--- config.mk ---
export PLATFORM = sky130hd
export DESIGN_NAME = sw_array_ctrl_flat
export DESIGN_NICKNAME = d
export VERILOG_FILES = /design/src/rtl/sw_pkg.sv /design/src/rtl/sw_array_ctrl_if.sv /design/src/rtl/sw_score_tracker.sv /design/src/rtl/sw_array_ctrl.sv /design/src/flat_wrapper.sv
export SDC_FILE = /design/constraint.sdc
export NUM_CORES = 1
export LEC_CHECK = 0
export ABC_AREA = 0
export CELL_PAD_IN_SITES_DETAIL_PLACEMENT = 1
export CELL_PAD_IN_SITES_GLOBAL_PLACEMENT = 2
export CORE_ASPECT_RATIO = 0.8
export CORE_MARGIN = 4
export CORE_UTILIZATION = 33
export DETAILED_ROUTE_END_ITERATION = 10
export PLACE_DENSITY_LB_ADDON = 0.08
export SLEW_MARGIN = 20
export SYNTH_ARGS = -nofsm -noshare
export SYNTH_HDL_FRONTEND = slang
export SYNTH_HIERARCHICAL = 1
export SYNTH_SLANG_ARGS = --single-unit
--- constraint.sdc ---
create_clock -name clk -period 5.6 [get_ports clk]
set_clock_uncertainty 0.15 [all_clocks]
set_input_delay 1.4 -clock clk [delete_from_list [all_inputs] [get_ports clk]]
set_output_delay 1.4 -clock clk [all_outputs]
set_load 0.01 [all_outputs]
--- src/rtl/sw_pkg.sv ---
// Shared types and scoring constants for the Smith-Waterman PE array and its sequencer.
package sw_pkg;

  typedef enum logic [1:0] {
    SYM_A = 2'd0,
    SYM_C = 2'd1,
    SYM_G = 2'd2,
    SYM_T = 2'd3
  } sym_t;

  typedef enum logic [2:0] {
    ST_IDLE,
    ST_LOAD_Q,
    ST_STREAM,
    ST_DRAIN,
    ST_DONE
  } state_t;

  localparam int MATCH_SCORE    = 2;
  localparam int MISMATCH_SCORE = -2;
  localparam int GAP_OPEN       = -2;
  localparam int GAP_EXTEND     = -1;
  localparam int DEFAULT_WIDTH  = 10;

  // Substitution score as applied inside each PE.
  function automatic int sub_score(input sym_t a, input sym_t b);
    return (a == b) ? MATCH_SCORE : MISMATCH_SCORE;
  endfunction

endpackage

--- src/rtl/sw_array_ctrl_if.sv ---
// Job, memory and PE-chain signals of the array sequencer; master is the sequencer side.
interface sw_array_ctrl_if #(
  parameter int NUM_PE   = 16,
  parameter int WIDTH    = sw_pkg::DEFAULT_WIDTH,
  parameter int LEN_W    = 16,
  parameter int Q_ADDR_W = $clog2(NUM_PE)
);
  import sw_pkg::*;

  logic                start;
  logic [LEN_W-1:0]    ref_len;
  logic                q_rd_en;
  logic [Q_ADDR_W-1:0] q_addr;
  sym_t                q_data;
  logic                ref_rd_en;
  logic [LEN_W-1:0]    ref_addr;
  sym_t                ref_data;
  sym_t                s_data;
  logic [NUM_PE-1:0]   store_s_en;
  sym_t                t_in;
  logic                init_in;
  logic [WIDTH-1:0]    v_last;
  logic                init_last;
  logic                busy;
  logic                done;
  logic [WIDTH-1:0]    best_score;
  logic [LEN_W-1:0]    best_pos;

  modport master (
    input  start, ref_len, q_data, ref_data, v_last, init_last,
    output q_rd_en, q_addr, ref_rd_en, ref_addr, s_data, store_s_en,
           t_in, init_in, busy, done, best_score, best_pos
  );

  modport slave (
    output start, ref_len, q_data, ref_data, v_last, init_last,
    input  q_rd_en, q_addr, ref_rd_en, ref_addr, s_data, store_s_en,
           t_in, init_in, busy, done, best_score, best_pos
  );

endinterface

--- src/rtl/sw_score_tracker.sv ---
// Signed running max/argmax over the last-PE score stream; ties keep the earlier index.
module sw_score_tracker #(
  parameter int WIDTH = sw_pkg::DEFAULT_WIDTH,
  parameter int LEN_W = 16
) (
  input  logic                    clk,
  input  logic                    rst,
  input  logic                    clear,
  input  logic                    sample_vld,
  input  logic signed [WIDTH-1:0] sample,
  output logic signed [WIDTH-1:0] best_score,
  output logic        [LEN_W-1:0] best_pos,
  output logic        [LEN_W-1:0] sample_cnt
);

  // Starting from zero means an all-negative column never displaces position 0.
  always_ff @(posedge clk) begin
    if (rst || clear) begin
      best_score <= '0;
      best_pos   <= '0;
      sample_cnt <= '0;
    end else if (sample_vld) begin
      if (sample > best_score) begin
        best_score <= sample;
        best_pos   <= sample_cnt;
      end
      sample_cnt <= sample_cnt + LEN_W'(1);
    end
  end

endmodule

--- src/rtl/sw_array_ctrl.sv ---
// Sequencer for a linear affine-gap Smith-Waterman systolic array: query load,
// bubble-free reference stream, and best-score tracking at the query end.
module sw_array_ctrl
  import sw_pkg::*;
#(
  parameter int NUM_PE   = 16,
  parameter int WIDTH    = DEFAULT_WIDTH,
  parameter int LEN_W    = 16,
  parameter int Q_ADDR_W = $clog2(NUM_PE)
) (
  input logic            clk,
  input logic            rst,
  sw_array_ctrl_if.master bus
);

  localparam logic [LEN_W-1:0] LAST_Q = LEN_W'(NUM_PE - 1);

  state_t              state;
  state_t              state_nxt;
  logic [LEN_W-1:0]    cnt;
  logic [LEN_W-1:0]    len;
  logic                q_vld_d;
  logic [Q_ADDR_W-1:0] q_idx_d;
  logic                init_d;
  logic                clear;
  logic                sample_vld;
  logic [LEN_W-1:0]    sample_cnt;
  logic signed [WIDTH-1:0] trk_score;
  logic [LEN_W-1:0]    trk_pos;

  always_ff @(posedge clk) begin
    if (rst) begin
      state <= ST_IDLE;
    end else begin
      state <= state_nxt;
    end
  end

  // One counter walks the query index in LOAD_Q and the reference index in STREAM.
  always_ff @(posedge clk) begin
    if (rst) begin
      cnt <= '0;
      len <= '0;
    end else begin
      unique case (state)
        ST_IDLE: begin
          cnt <= '0;
          if (bus.start) begin
            len <= bus.ref_len;
          end
        end
        ST_LOAD_Q: cnt <= (cnt == LAST_Q) ? '0 : cnt + LEN_W'(1);
        ST_STREAM: cnt <= cnt + LEN_W'(1);
        default:   cnt <= '0;
      endcase
    end
  end

  always_ff @(posedge clk) begin
    if (rst) begin
      q_vld_d <= 1'b0;
      q_idx_d <= '0;
      init_d  <= 1'b0;
    end else begin
      q_vld_d <= bus.q_rd_en;
      q_idx_d <= bus.q_addr;
      init_d  <= bus.ref_rd_en;
    end
  end

  always_comb begin
    state_nxt = state;
    unique case (state)
      ST_IDLE: begin
        if (bus.start) begin
          state_nxt = (bus.ref_len == '0) ? ST_DONE : ST_LOAD_Q;
        end
      end
      ST_LOAD_Q: begin
        if (cnt == LAST_Q) begin
          state_nxt = ST_STREAM;
        end
      end
      ST_STREAM: begin
        if (cnt == len - LEN_W'(1)) begin
          state_nxt = ST_DRAIN;
        end
      end
      // The PE chain has no end marker, so drain until the L-th sample is taken.
      ST_DRAIN: begin
        if (sample_vld && (sample_cnt == len - LEN_W'(1))) begin
          state_nxt = ST_DONE;
        end
      end
      ST_DONE: state_nxt = ST_IDLE;
      default: state_nxt = ST_IDLE;
    endcase
  end

  always_comb begin
    bus.q_rd_en    = 1'b0;
    bus.q_addr     = '0;
    bus.ref_rd_en  = 1'b0;
    bus.ref_addr   = '0;
    bus.busy       = (state != ST_IDLE);
    bus.done       = (state == ST_DONE);
    clear          = (state == ST_IDLE) && bus.start;
    sample_vld     = bus.init_last && ((state == ST_STREAM) || (state == ST_DRAIN));
    if (state == ST_LOAD_Q) begin
      bus.q_rd_en = 1'b1;
      bus.q_addr  = cnt[Q_ADDR_W-1:0];
    end
    if (state == ST_STREAM) begin
      bus.ref_rd_en = 1'b1;
      bus.ref_addr  = cnt;
    end
    // Symbol buses are forced to zero outside their valid cycles.
    bus.s_data     = q_vld_d ? bus.q_data : SYM_A;
    bus.store_s_en = q_vld_d ? (NUM_PE'(1) << q_idx_d) : '0;
    bus.init_in    = init_d;
    bus.t_in       = init_d ? bus.ref_data : SYM_A;
    bus.best_score = trk_score;
    bus.best_pos   = trk_pos;
  end

  sw_score_tracker #(
    .WIDTH (WIDTH),
    .LEN_W (LEN_W)
  ) u_tracker (
    .clk        (clk),
    .rst        (rst),
    .clear      (clear),
    .sample_vld (sample_vld),
    .sample     (bus.v_last),
    .best_score (trk_score),
    .best_pos   (trk_pos),
    .sample_cnt (sample_cnt)
  );

endmodule

--- src/flat_wrapper.sv ---
// flat-port wrapper written by rule: the top's interface ports become plain ports
module sw_array_ctrl_flat import sw_pkg::*;
#(
  parameter int NUM_PE   = 16,
  parameter int WIDTH    = DEFAULT_WIDTH,
  parameter int LEN_W    = 16,
  parameter int Q_ADDR_W = $clog2(NUM_PE)
)
  (clk, rst, bus_start, bus_ref_len, bus_q_data, bus_ref_data, bus_v_last, bus_init_last, bus_q_rd_en, bus_q_addr, bus_ref_rd_en, bus_ref_addr, bus_s_data, bus_store_s_en, bus_t_in, bus_init_in, bus_busy, bus_done, bus_best_score, bus_best_pos);
  sw_array_ctrl_if #(.NUM_PE(NUM_PE), .WIDTH(WIDTH), .LEN_W(LEN_W), .Q_ADDR_W(Q_ADDR_W)) bus_i ();
  input logic clk;
  input logic rst;
  input wire logic [$bits(bus_i.start)-1:0] bus_start;
  input wire logic [$bits(bus_i.ref_len)-1:0] bus_ref_len;
  input wire logic [$bits(bus_i.q_data)-1:0] bus_q_data;
  input wire logic [$bits(bus_i.ref_data)-1:0] bus_ref_data;
  input wire logic [$bits(bus_i.v_last)-1:0] bus_v_last;
  input wire logic [$bits(bus_i.init_last)-1:0] bus_init_last;
  output wire logic [$bits(bus_i.q_rd_en)-1:0] bus_q_rd_en;
  output wire logic [$bits(bus_i.q_addr)-1:0] bus_q_addr;
  output wire logic [$bits(bus_i.ref_rd_en)-1:0] bus_ref_rd_en;
  output wire logic [$bits(bus_i.ref_addr)-1:0] bus_ref_addr;
  output wire logic [$bits(bus_i.s_data)-1:0] bus_s_data;
  output wire logic [$bits(bus_i.store_s_en)-1:0] bus_store_s_en;
  output wire logic [$bits(bus_i.t_in)-1:0] bus_t_in;
  output wire logic [$bits(bus_i.init_in)-1:0] bus_init_in;
  output wire logic [$bits(bus_i.busy)-1:0] bus_busy;
  output wire logic [$bits(bus_i.done)-1:0] bus_done;
  output wire logic [$bits(bus_i.best_score)-1:0] bus_best_score;
  output wire logic [$bits(bus_i.best_pos)-1:0] bus_best_pos;
  assign bus_i.start = bus_start;
  assign bus_i.ref_len = bus_ref_len;
  assign bus_i.q_data = bus_q_data;
  assign bus_i.ref_data = bus_ref_data;
  assign bus_i.v_last = bus_v_last;
  assign bus_i.init_last = bus_init_last;
  assign bus_q_rd_en = bus_i.q_rd_en;
  assign bus_q_addr = bus_i.q_addr;
  assign bus_ref_rd_en = bus_i.ref_rd_en;
  assign bus_ref_addr = bus_i.ref_addr;
  assign bus_s_data = bus_i.s_data;
  assign bus_store_s_en = bus_i.store_s_en;
  assign bus_t_in = bus_i.t_in;
  assign bus_init_in = bus_i.init_in;
  assign bus_busy = bus_i.busy;
  assign bus_done = bus_i.done;
  assign bus_best_score = bus_i.best_score;
  assign bus_best_pos = bus_i.best_pos;
  sw_array_ctrl #(.NUM_PE(NUM_PE), .WIDTH(WIDTH), .LEN_W(LEN_W), .Q_ADDR_W(Q_ADDR_W)) u_core (.clk(clk), .rst(rst), .bus(bus_i));
endmodule
After elaboration in Yosys (flattened, before gate mapping)
Index checks and enable logic that the tools add are counted.
{"block": "totals", "in_bits": 34, "register_bits": 83, "wordCells": 51}
{"block": "op_classes", "eq_ne": 11, "n_shift": 1, "n_lt_le_gt_ge": 1, "add_sub_neg": 3, "n_reduce_logical": 11, "mux": 15}
{"cell": "$mux W16", "n": 3}
{"cell": "$add A16 B1 Y16 const B", "n": 2}
{"cell": "$eq A16 B16 Y1", "n": 2}
{"cell": "$pmux W16 S2", "n": 1}
{"cell": "$eq A16 B4 Y1 const B", "n": 1}
{"cell": "$logic_not A16 Y1", "n": 1}
{"cell": "$shl A1 B4 Y16 const A", "n": 1}
{"cell": "$sub A16 B1 Y16 const B", "n": 1}
{"cell": "$mux W3", "n": 5}
{"cell": "$pmux W3 S4", "n": 1}
{"cell": "$gt A10 B10 Y1", "n": 1}
{"cell": "$eq A3 B2 Y1 const B", "n": 2}
{"cell": "$ne A2 B1 Y1 const B", "n": 3}
{"cell": "$mux W2", "n": 2}
{"cell": "$mux W4", "n": 1}
{"cell": "$reduce_and A2 Y1", "n": 2}
{"cell": "$reduce_and A4 Y1", "n": 1}
{"cell": "$eq A3 B1 Y1 const B", "n": 1}
{"cell": "$eq A3 B3 Y1 const B", "n": 1}
{"cell": "$logic_and A1 B1 Y1", "n": 3}
{"cell": "$logic_not A3 Y1", "n": 1}
{"cell": "$reduce_bool A3 Y1", "n": 1}
{"cell": "$logic_or A1 B1 Y1", "n": 2}
{"cell": "$mux W1", "n": 2}
{"cell": "$ne A2 B2 Y1 const B", "n": 1}

Longest topological paths before layout
{"block": "depth", "word_depth": 6, "mapped_depth": 11}

Cells and area by module
Netlist, hierarchy kept.
{"module": "sw_array_ctrl", "n_inst": 1, "cells_per_inst": 356, "seq_area_each_um2": 820.8, "area_each_um2": 2870.3}
{"module": "sw_score_tracker", "n_inst": 1, "cells_per_inst": 267, "seq_area_each_um2": 840.8, "area_each_um2": 2346.0}

Worst setup path after synthesis
Ideal clock, no wire load.
{"block": "synth_path", "path_type": "input port to flip-flop", "startpoint": "input bus_start", "endpoint": "register u_core.u_tracker.best_score[2]", "t_arrival_ns": 3.314, "required_ns": 5.391, "path_slack_ns": 2.077, "stages": 10, "path_cell_list": "nand2_1 clkinv_1 buf_1 or2_2 clkbuf_1 nor2_1 clkbuf_1 nand3_1 mux2i_1 a221o_1"}
{"block": "synth_via", "elab_chain_len": 2}
{"item": "start: declaration", "line_no": "flat_wrapper.sv:13", "source": "input wire logic [$bits(bus_i.start)-1:0] bus_start;"}
{"item": "$logic_and A1 B1 Y1", "line_no": "sw_array_ctrl.sv:107", "source": "clear = (state == ST_IDLE) && bus.start;"}
{"item": "via u_core.clear", "line_no": "sw_array_ctrl.sv:25", "source": "logic clear;"}
{"item": "$logic_or A1 B1 Y1", "line_no": "sw_score_tracker.sv:18", "source": "if (rst || clear) begin"}
{"item": "end signal: assignment", "line_no": "sw_score_tracker.sv:24", "source": "best_score <= sample;"}
{"item": "end: declaration", "line_no": "sw_score_tracker.sv:11", "source": "output logic signed [WIDTH-1:0] best_score,"}
The timed path passes the listed nets, and every way through them passes these cells.
A chain may end at the register's enable or synchronous reset.

Worst setup path in the final report
{"block": "layout_path", "startpoint": "input bus_start", "endpoint": "register u_core.u_tracker.best_pos[1]"}
{"block": "layout_via", "elab_chain_len": 2}
{"item": "$logic_and A1 B1 Y1", "line_no": "sw_array_ctrl.sv:107"}
{"item": "$logic_or A1 B1 Y1", "line_no": "sw_score_tracker.sv:18"}
{"item": "end signal: assignment", "line_no": "sw_score_tracker.sv:25", "source": "best_pos <= sample_cnt;"}
{"item": "end: declaration", "line_no": "sw_score_tracker.sv:12", "source": "output logic [LEN_W-1:0] best_pos,"}
Every way passes these cells.

==> reports/results.tsv <==
metric	value	unit
worst skew pair latency	0.35	ns
Pwr Density	241.5	mW/mm^2
Synth cell types	65	
nets@finish	753	
Worst Hold End	u_core/len[15]	
Worst IR Drop VDD	135.7	uV
IO buf count	104	
r2r setup slk	1.87	ns
GR Util All Layers	18.84	%
crit start category	primary input	
initial DRC count	273	
GR peak layer	met2	
dpl cells	905	
via count	4813	
register area	0.001662	mm^2
Post-CTS Setup Bufs	0	
routability cong.	0.8025	
Crit. End Element	flop	
GRT Residual Overflow	0	
measured slew at the worst slew-check pin	0.8669	ns
RSZ-0062 raised after global routing	no	
FP Rows	40	
Post-CTS Resized	0	
Max-slew headroom	41.99	%
Core Region	0.01526	mm^2
CP peak stage delay	0.61	ns
clock sinks	83	
Post-Synthesis Cell Area	0.005216	mm^2
critical path data arrival time	4.59	ns
multi-input logic area	0.003279	mm^2
CTS Root Cell	clkbuf_16	
Hold WC Path Type	reg -> reg	
kind of critical path	in -> reg	
Hold-fix buffers, CTS	0	
number of routed nets with antenna violations	0	
cell chain of the critical path	clkdlybuf4s50_1, nand2_1, clkinv_1, or2_2, nor2_2, buf_4, nand3_1, mux2i_1, a221o_1	
Worst path slowest cell	or2_2	
Post-Syn Nets	670	
leakage dissipation	2.390	nW
Syn-to-layout area delta	28.59	%
synth top area cells	dfxtp_1 32%, nand2_1 5.7%, xnor2_1 5.2%, xor2_1 5.2%, mux2i_1 5.2%	
initial core utilization	34.17	%
first-pass GRT wire length	27150	um
Max-Cap Viols	0	
fill cell count	1796	
dpl hpwl	12600	um
Top Ports	105	
Synth area leader	dfxtp_1	
die extent in x	148.6	um
Final TNS setup	0	ns
drt first pass iters	4	
run status	complete, no violations	
crit path max fanout	46	
Post-synth EDFFs	0	
Async SR Flop Fraction	0	%
min cycle time layout	4.450	ns
Mapped Cells	623	
cell with the most instances after synthesis	dfxtp_1	
Clock Path Buffers	2	
ratio of cells with drive above 1 in the final layout	5.485	%
Clock H-tree levels	3	
R2R depth	9	
number of global-route vias before repair	4964	
post-synthesis average cell area	8.373	um^2
initial antenna violation count	0	
drt total wl	16590	um
Wirelength per Cell	18.01	um
GR Layer Usage met3	4.608	%
synth cell count leaders	83 x dfxtp_1, 79 x nand2_1, 58 x nor2_1	
DR vias/cell	5.226	
number of diodes	0	
fin. max-slew vios	0	
Die ar.	0.01789	mm^2
DRC	0	
Hold Fails Final Rpt	0	
final setup vio count	0	
Hold Path Depth	2	
M2 GR Usage	29.72	%
clk slew on worst S/H paths	0.06	ns
Hold Crit Start	u_core/len[15]	
Main synth FF type	dfxtp_1	
Worst Path Required	5.74	ns
CTS tree	yes	
pin count of the biggest net entering global routing	47	
worst r2r src	u_core/state[0]	
R2R Path End	u_core/u_tracker/best_pos[1]	
CTS Buf Count	9	
Seq cells post-synth	83	
Fmax	224.7	MHz
die height	120.5	um
yosys warns	6	
GRT met1 Usage	26.50	%
post-synth top area share	31.85	%
non-filler cells in the finished layout	921	
Tcrit/Tclk final	79.47	%
post-synthesis sequential area ratio	31.85	%
[metrics by stage]
step	util, %	hold WS, ns	worst slack (ns)	area, um^2	total power (W)
final	43.94	0.3390	1.150	6708	0.001620
after global routing	43.94	0.3693	0.8069	6708	0.001697
after CTS	43.94	0.3431	1.154	6708	0.001635
after detailed placement	41.80	0.3342	0.7796	6380	0.0009713
after global placement	41.80	0.3415	0.9889	6380	0.0009603
after floorplan	-	0.2988	2.077	5216	0.0008647
[how the worst max path moves through the flow]
stage | startpoint | to | slack (ns) | cells after the start
6_report | bus_start | u_core/u_tracker/best_pos[1] | 1.15 | 9
5_1_grt | bus_start | u_core/u_tracker/best_pos[6] | 0.81 | 9
4_1_cts | bus_start | u_core/u_tracker/best_score[3] | 1.15 | 9
3_5_place_dp | bus_start | u_core/u_tracker/best_pos[6] | 0.78 | 9
3_3_place_gp | bus_start | u_core/u_tracker/best_pos[9] | 0.99 | 9
2_1_floorplan | bus_start | u_core/u_tracker/best_score[2] | 2.08 | 10
[cells in the final DEF (no fill, tap or decap), drive strengths merged, types with 3 or more instances in the layout]
cell           synthesis  routed
xnor2                 31      31
nand3b                 4       4
a221o                 26      26
nand4                 15      15
clkdlybuf4s50          0     104
a21oi                 25      25
o21ai                  8       8
dfxtp                 83      83
clkinv                 1       5
and4                   4       4
a31oi                  4       4
and2                  26      26
buf                   14       7
ha                    13      13
or4                    3       3
a211o                  3       3
clkbuf                25       9
nor4                  10      10
xor2                  31      31
and3                  16      16
mux2i                 27      27
inv                   21      21
nand2                 79      79
nor2                  58      58
nand2b                 5       5
nand3                 37      37
xnor3                  7       7
nor3                  16      16
[where the power goes]
group | switching, W | internal [W]
logic | 0.000176 | 0.000143
registers | 0.0000352 | 0.000604
clock network | 0.000267 | 0.000394
total | 0.000479 | 0.00114
[cell families (layout without fill, tap and decap cells)]
logic type | Yosys count | after routing | synth area share [%]
DFF | 83 | 83 | 31.85
xor gates and xnor gates | 69 | 69 | 13.43
AOI/OAI and AO/OA | 81 | 81 | 11.99
adders and majority gates | 13 | 13 | 3.118
muxes | 27 | 27 | 5.181
buffers and inverters | 61 | 149 | 5.325
and+or+nand+nor | 289 | 289 | 29.10
[critical path, delay by kind of cell]
kind	cells	cell delay, ns
AOI/OAI and AO/OA	1	0.14
and+or+nand+nor	4	1.43
muxes	1	0.17
buffers and inverters	3	1.43
[routing by layer]
layer  up-vias  routed length [um]
met1      2348                8190
met4         0                 106
met3         9                 729
met5         -                   0
li1       2361                   -
met2        95                7562
[layout make-up]
type                       count  share of cell area, %
multi-input combinational    479                  48.89
sequential                    83                  24.77
clock buffer                   9                  3.358
clock inverter                 7                  1.530
inverter                      22                  1.231
tap                          210                  3.917
timing repair buffer         111                  16.30
[flip-flops by register name, indices dropped and copies added (netlist names)]
signal / count
u_core/cnt: 16
u_core/u_tracker/best_pos: 16
u_core/len: 16
u_core/q_idx_d: 4
u_core/bus.init_in: 1
u_core/u_tracker/best_score: 10
u_core/u_tracker/sample_cnt: 16
u_core/state: 3
u_core/q_vld_d: 1
No activity file was read; power rests on OpenSTA's default activity.
